==> config.mk <==
export PLATFORM = sky130hd
export DESIGN_NAME = uart_rx_frame
export DESIGN_NICKNAME = d
export VERILOG_FILES = /design/src/rtl/uart_frame_pkg.sv /design/src/rtl/uart_rx_idle_timer.sv /design/src/rtl/uart_rx_frame.sv
export SDC_FILE = /design/constraint.sdc
export NUM_CORES = 1
export LEC_CHECK = 0
export BUFFER_PORTS_ARGS = -buffer_cell sky130_fd_sc_hd__buf_4
export CAP_MARGIN = 0
export CORE_ASPECT_RATIO = 1.4
export CORE_MARGIN = 2
export CORE_UTILIZATION = 35
export DETAILED_ROUTE_END_ITERATION = 10
export PLACE_DENSITY_LB_ADDON = 0.3
export SYNTH_ARGS = -nofsm -noshare
export SYNTH_HDL_FRONTEND = slang
export SYNTH_HIERARCHICAL = 1
export SYNTH_SLANG_ARGS = --single-unit
export TNS_END_PERCENT = 100
==> constraint.sdc <==
create_clock -name clk -period 3.12 [get_ports clk]
set_input_delay 0.156 -clock clk [delete_from_list [all_inputs] [get_ports clk]]
set_output_delay 0.156 -clock clk [all_outputs]
set_load 0.005 [all_outputs]
==> src/rtl/uart_frame_pkg.sv <==
// Shared constants for the UART byte framer: FSM state codes,
// error codes, default sync bytes and the length-legality helper.
package uart_frame_pkg;

    localparam logic [2:0] ST_HUNT0   = 3'd0;
    localparam logic [2:0] ST_HUNT1   = 3'd1;
    localparam logic [2:0] ST_LEN     = 3'd2;
    localparam logic [2:0] ST_PAYLOAD = 3'd3;
    localparam logic [2:0] ST_CSUM    = 3'd4;

    localparam logic [1:0] ERR_NONE    = 2'd0;
    localparam logic [1:0] ERR_LEN     = 2'd1;
    localparam logic [1:0] ERR_CSUM    = 2'd2;
    localparam logic [1:0] ERR_TIMEOUT = 2'd3;

    localparam logic [7:0]  SYNC0_DEF   = 8'h55;
    localparam logic [7:0]  SYNC1_DEF   = 8'hAA;
    localparam logic [7:0]  MAX_LEN_DEF = 8'd64;
    localparam logic [15:0] TIMEOUT_DEF = 16'd5000;

    function automatic logic len_bad(
        input logic [7:0] len,
        input logic [7:0] max_len
    );
        return (len == 8'd0) || (len > max_len);
    endfunction

endpackage

==> src/rtl/uart_rx_idle_timer.sv <==
// Idle-gap counter: counts enabled cycles without a clear and pulses
// tc on the cycle the gap reaches TERMINAL, then restarts from zero.
module uart_rx_idle_timer #(
    parameter logic [15:0] TERMINAL = 16'd5000
) (
    input  logic clk,
    input  logic rst,
    input  logic en,
    input  logic clr,
    output logic tc
);

    logic [15:0] count;

    // A clear on the terminal cycle suppresses the pulse.
    assign tc = en && !clr && (count == TERMINAL - 16'd1);

    always_ff @(posedge clk or posedge rst) begin
        if (rst) begin
            count <= 16'd0;
        end else if (!en || clr || tc) begin
            count <= 16'd0;
        end else begin
            count <= count + 16'd1;
        end
    end

endmodule

==> src/rtl/uart_rx_frame.sv <==
// Framer behind a UART receiver: sync hunt, length, payload, checksum.
// Define UART_RX_FRAME_TIMEOUT_EN to abort frames after an idle gap.
module uart_rx_frame
    import uart_frame_pkg::*;
#(
    parameter logic [7:0]  SYNC0       = SYNC0_DEF,
    parameter logic [7:0]  SYNC1       = SYNC1_DEF,
    parameter logic [7:0]  MAX_LEN     = MAX_LEN_DEF,
    parameter logic [15:0] TIMEOUT_CYC = TIMEOUT_DEF
) (
    input  logic       clk,
    input  logic       rst,
    input  logic       i_RX_en,
    input  logic [7:0] i_RX_word,
    output logic       o_data_valid,
    output logic [7:0] o_data,
    output logic       o_data_last,
    output logic       o_frame_ok,
    output logic       o_frame_err,
    output logic [1:0] o_err_code
);

    logic [2:0] state;
    logic [7:0] cnt;
    logic [7:0] sum;
    logic       timeout;

`ifdef UART_RX_FRAME_TIMEOUT_EN
    uart_rx_idle_timer #(
        .TERMINAL(TIMEOUT_CYC)
    ) u_idle (
        .clk(clk),
        .rst(rst),
        .en (state != ST_HUNT0),
        .clr(i_RX_en),
        .tc (timeout)
    );
`else
    logic unused_timeout;
    assign unused_timeout = ^TIMEOUT_CYC;
    assign timeout = 1'b0;
`endif

    always_ff @(posedge clk or posedge rst) begin
        if (rst) begin
            state        <= ST_HUNT0;
            cnt          <= 8'd0;
            sum          <= 8'd0;
            o_data_valid <= 1'b0;
            o_data       <= 8'd0;
            o_data_last  <= 1'b0;
            o_frame_ok   <= 1'b0;
            o_frame_err  <= 1'b0;
            o_err_code   <= ERR_NONE;
        end else begin
            o_data_valid <= 1'b0;
            o_data_last  <= 1'b0;
            o_frame_ok   <= 1'b0;
            o_frame_err  <= 1'b0;
            o_err_code   <= ERR_NONE;
            // A byte always wins over a coincident idle expiry.
            if (i_RX_en) begin
                unique case (state)
                    ST_HUNT0: begin
                        if (i_RX_word == SYNC0)
                            state <= ST_HUNT1;
                    end
                    ST_HUNT1: begin
                        if (i_RX_word == SYNC1)
                            state <= ST_LEN;
                        else if (i_RX_word != SYNC0)
                            state <= ST_HUNT0;
                    end
                    ST_LEN: begin
                        if (len_bad(i_RX_word, MAX_LEN)) begin
                            o_frame_err <= 1'b1;
                            o_err_code  <= ERR_LEN;
                            state       <= ST_HUNT0;
                        end else begin
                            cnt   <= i_RX_word;
                            sum   <= i_RX_word;
                            state <= ST_PAYLOAD;
                        end
                    end
                    ST_PAYLOAD: begin
                        o_data_valid <= 1'b1;
                        o_data       <= i_RX_word;
                        sum          <= sum + i_RX_word;
                        cnt          <= cnt - 8'd1;
                        if (cnt == 8'd1) begin
                            o_data_last <= 1'b1;
                            state       <= ST_CSUM;
                        end
                    end
                    ST_CSUM: begin
                        if (i_RX_word == sum) begin
                            o_frame_ok <= 1'b1;
                        end else begin
                            o_frame_err <= 1'b1;
                            o_err_code  <= ERR_CSUM;
                        end
                        state <= ST_HUNT0;
                    end
                    default: state <= ST_HUNT0;
                endcase
            end else if (timeout) begin
                o_frame_err <= 1'b1;
                o_err_code  <= ERR_TIMEOUT;
                state       <= ST_HUNT0;
            end
        end
    end

endmodule
==> run summary <==
GRT
-------------------------------------------------------------------------------------------
Antenna violations before repair                                                          0
Overall routing resource usage                                                        16.3%
Remaining global-route overflow                                                           0
First-pass GRT wire length                                                          8050 um
Via count of the first global-routing pass                                            1,676
Maximum number of pins on one net before global-route repair                             34

CELLS AND AREA
-------------------------------------------------------------------------------------------
Area Growth Syn to Fin                                                                16.1%
Fraction of layout instances using a drive strength above 1                           19.8%
Ant. Diodes                                                                               0
Finished layout cell area                                                       0.00240 mm2
Nets@finish                                                                             272
Fill cell count                                                                         600

TIMING
-------------------------------------------------------------------------------------------
Hold violation total from the final report                                                0
Sum of negative setup slack                                                            0 ps
Final setup violation count                                                               0
Worst Skew                                                                          9.90 ps
Fmax                                                                                504 MHz
Slew of the pin with the lowest slew margin                                          700 ps
Max_slew headroom                                                                     53.2%
Share of the clock period used by the worst path after layout                         63.7%
Max-slew violation count                                                                  0
Clock period minus final worst setup slack                                          1990 ps
Unrepaired setup endpoints after global routing                                          no

WORST SETUP PATH
-------------------------------------------------------------------------------------------
Arrival time at the worst endpoint                                                  2140 ps
Required time of the critical path                                                  3280 ps
Critical Path Fanout Max                                                                 30
Worst setup path class                                                         flop to flop
Setup crit start kind                                                                  flop
Endpoint kind of the worst setup timing path                                           flop

CTS
-------------------------------------------------------------------------------------------
Clock slew at the register clock pins of the worst setup and hold paths               80 ps
Clk_lat worst skew                                                                   290 ps
Bufs on Longest Clock Path                                                                2
Num CTS Buffers                                                                           5
Root buffer selected by CTS                                                    sky130_fd_sc_hd__clkbuf_8
TritonCTS Sinks                                                                          33
H-tree lvl count                                                                          2
Post_cts resized                                                                          0
CTS tree                                                                                yes

PLACE
-------------------------------------------------------------------------------------------
Dpl hpwl                                                                            3430 um
Routability-driven placement congestion ratio                                         0.775
Number of input and output port buffers inserted                                         24
Placed cell area                                                                0.00230 mm2

FLOORPLANNING
-------------------------------------------------------------------------------------------
Effective utilization at floorplan                                                    35.7%
Height of the die                                                                   94.9 um
Total number of placement rows                                                           33
Area of the die                                                                 0.00654 mm2
DIE WIDTH                                                                           68.9 um
Boundary Pins                                                                            25
Standard cell core area                                                         0.00578 mm2

YOSYS
-------------------------------------------------------------------------------------------
Share of the synthesized area in the top cell type                                    40.0%
Syn nets                                                                                247
Number of flops mapped to enable cells by yosys                                           0
Unique masters post-synth                                                                54
Count of mapped cells out of synthesis                                                  226
Number of warnings printed during yosys synthesis                                         6
Cell area after synthesis                                                       0.00206 mm2
Sequential area share after synthesis                                                 40.0%
Leading cell types by total area after synthesis                               sky130_fd_sc_hd__dfrtp_1 (40%), sky130_fd_sc_hd__ha_1 (5.5%), sky130_fd_sc_hd__mux2_2 (3.8%)
Most area-hungry cell type in the Yosys netlist                                sky130_fd_sc_hd__dfrtp_1
Number of synthesized register bits                                                      33
Syn Area/Cell                                                                      9.13 um2
Leading register cell type out of synthesis                                    sky130_fd_sc_hd__dfrtp_1
Async set-or-reset flop fraction in the synthesized netlist                            100%

POWER AND IR DROP
-------------------------------------------------------------------------------------------
Sequential power share                                                                47.0%
Clock group share of total power                                                      31.2%
P_sw                                                                                 310 uW
Switching share of power                                                              30.6%
Power per Cell Area                                                              424 mW/mm2
Internal Power                                                                       704 uW
Leakage power total                                                              0.00111 uW
IR Drop Worst-Case VDD                                                             0.138 mV
Combinational share of power                                                          21.8%

ROUTE
-------------------------------------------------------------------------------------------
Post-detailed-route DRC marker count                                                      0
Final ANT Viol Nets                                                                       0
Number of design-rule violations left by the first detailed-router iteration            106
Sum of routed wire length over all layers                                           4700 um
Drt wl/cell                                                                         14.6 um
DR vias/cell                                                                           5.42
Length of the first detailed-routing pass in iterations                                   4
Total via count after detailed routing                                                1,745

OUTCOME
-------------------------------------------------------------------------------------------
Run status                                                                        completed

JOB
-------------------------------------------------------------------------------------------
Reported max-cap violation count                                                          0

HOLD PATH
-------------------------------------------------------------------------------------------
Hold Path Class                                                                input pin to flop

## final cells by class
type	instances	area (um2)	area share [%]
clock buffers	5	68.8	2.87
clock inverters	3	17.5	0.731
inverters	10	37.5	1.57
multi-input cells	174	1150	48.1
flip-flops and latches	33	826	34.5
well taps	70	87.6	3.66
repair buffers	27	205	8.56
## power groups by stage
stage               Clock, uW  Combinational [uW]  Sequential, uW
finish                    317                 221             477
global route              345                 253             481
CTS                       333                 222             476
detailed placement          0                 221             485
global placement            0                 218             484
floorplan                   0                 160             480
## stage by stage
stage,setup slack (ps),util (%),power [uW],hold WS [ps],std cells
after floorplan,1390,-,639,255,226
after global placement,1180,39.8,702,280,313
after detailed placement,1130,39.8,705,291,313
after CTS,1130,41.5,1030,100,322
after global routing,945,41.5,1080,114,322
final,1130,41.5,1010,111,322
## worst paths after layout
path / slack [ps] / to / startpoint / depth (start not counted)
hold reg to reg: 490 / cnt[7]$_DFFE_PP0P_ / cnt[7]$_DFFE_PP0P_ / 1
hold / removal: 110 / state[2]$_DFFE_PP0P_ / i_RX_en / 2
setup / recovery: 1130 / cnt[0]$_DFFE_PP0P_ / state[0]$_DFFE_PP0P_ / 6
max in group asynchronous: 2290 / sum[6]$_DFFE_PP0P_ / rst / 4
min in group asynchronous: 520 / cnt[3]$_DFFE_PP0P_ / rst / 4
setup reg to reg: 1130 / cnt[0]$_DFFE_PP0P_ / state[0]$_DFFE_PP0P_ / 6
## worst max-delay path, cell delays in order, from the launching register on
cell and delay (ps):
sky130_fd_sc_hd__dfrtp_1 450, sky130_fd_sc_hd__and3b_1 210, sky130_fd_sc_hd__buf_4 200, sky130_fd_sc_hd__nand2_4 140, sky130_fd_sc_hd__nand3_2 450, sky130_fd_sc_hd__o211ai_1 270
sky130_fd_sc_hd__o211ai_1 130
## routing by layer
metal	global-route usage [%]	part of all wire, %	vias up
met3	2.38	3.6	10
met5	0	0	-
met1	20.2	43	824
li1	-	-	875
met4	6.86	2.6	0
met2	27.4	51	36
## synth_stat cells, types with 2 or more instances
cell and n:
sky130_fd_sc_hd__clkbuf_1 2, sky130_fd_sc_hd__o21a_1 2, sky130_fd_sc_hd__a211oi_1 2, sky130_fd_sc_hd__mux2_2 7, sky130_fd_sc_hd__a31oi_1 8, sky130_fd_sc_hd__o21ai_0 14, sky130_fd_sc_hd__a22o_1 3, sky130_fd_sc_hd__ha_1 9
sky130_fd_sc_hd__mux2i_1 2, sky130_fd_sc_hd__a21o_1 3, sky130_fd_sc_hd__nor4_1 3, sky130_fd_sc_hd__a22oi_1 2, sky130_fd_sc_hd__buf_4 2, sky130_fd_sc_hd__a211o_1 2, sky130_fd_sc_hd__buf_2 5, sky130_fd_sc_hd__nor3_1 8
sky130_fd_sc_hd__nand2_1 20, sky130_fd_sc_hd__inv_1 9, sky130_fd_sc_hd__o211ai_1 3, sky130_fd_sc_hd__nand4b_1 2, sky130_fd_sc_hd__nand3_1 8, sky130_fd_sc_hd__a21oi_1 10, sky130_fd_sc_hd__nor3b_1 4, sky130_fd_sc_hd__dfrtp_1 33
sky130_fd_sc_hd__or3_1 3, sky130_fd_sc_hd__nor2_1 20, sky130_fd_sc_hd__o21ai_1 4, sky130_fd_sc_hd__nand2b_1 4, sky130_fd_sc_hd__nor2b_1 7
## registers in the layout, summed over array words and instances (netlist names)
| signal | flops |
|---|---|
| sum | 8 |
| cnt | 8 |
| o_frame_err | 1 |
| o_data | 8 |
| o_data_last | 1 |
| o_frame_ok | 1 |
| o_data_valid | 1 |
| state | 3 |
| o_err_code | 2 |
## cells in the final DEF (no fill, tap or decap), types with 5 or more instances in the layout
cell type                  instances
sky130_fd_sc_hd__a21oi_1          10
sky130_fd_sc_hd__inv_1             9
sky130_fd_sc_hd__nor3_1            8
sky130_fd_sc_hd__dfrtp_1          33
sky130_fd_sc_hd__nand3_1           8
sky130_fd_sc_hd__o21ai_0          14
sky130_fd_sc_hd__a31oi_1           8
sky130_fd_sc_hd__mux2_2            7
sky130_fd_sc_hd__nand2_1          20
sky130_fd_sc_hd__clkbuf_8          5
sky130_fd_sc_hd__nor2_1           20
sky130_fd_sc_hd__ha_1              9
sky130_fd_sc_hd__nor2b_1           7
sky130_fd_sc_hd__buf_4            26
## cell families after synthesis
logic type                 share of synthesized area (%)
DFF                                                 40.0
muxes                                               4.79
xor gates and xnor gates                           0.849
buffers and inverters                               4.12
and+or+nand+nor                                     24.1
adders and majority gates                           6.42
AOI/OAI and AO/OA                                   19.7
## repair_timing
item | CTS | global route
hold buffers | 1 | 0
buffers inserted | 0 | 0
endpoints found under the setup margin | 0 | 0
endpoints found under the hold margin | 33 | 0
(Power assumes the default switching activity.)
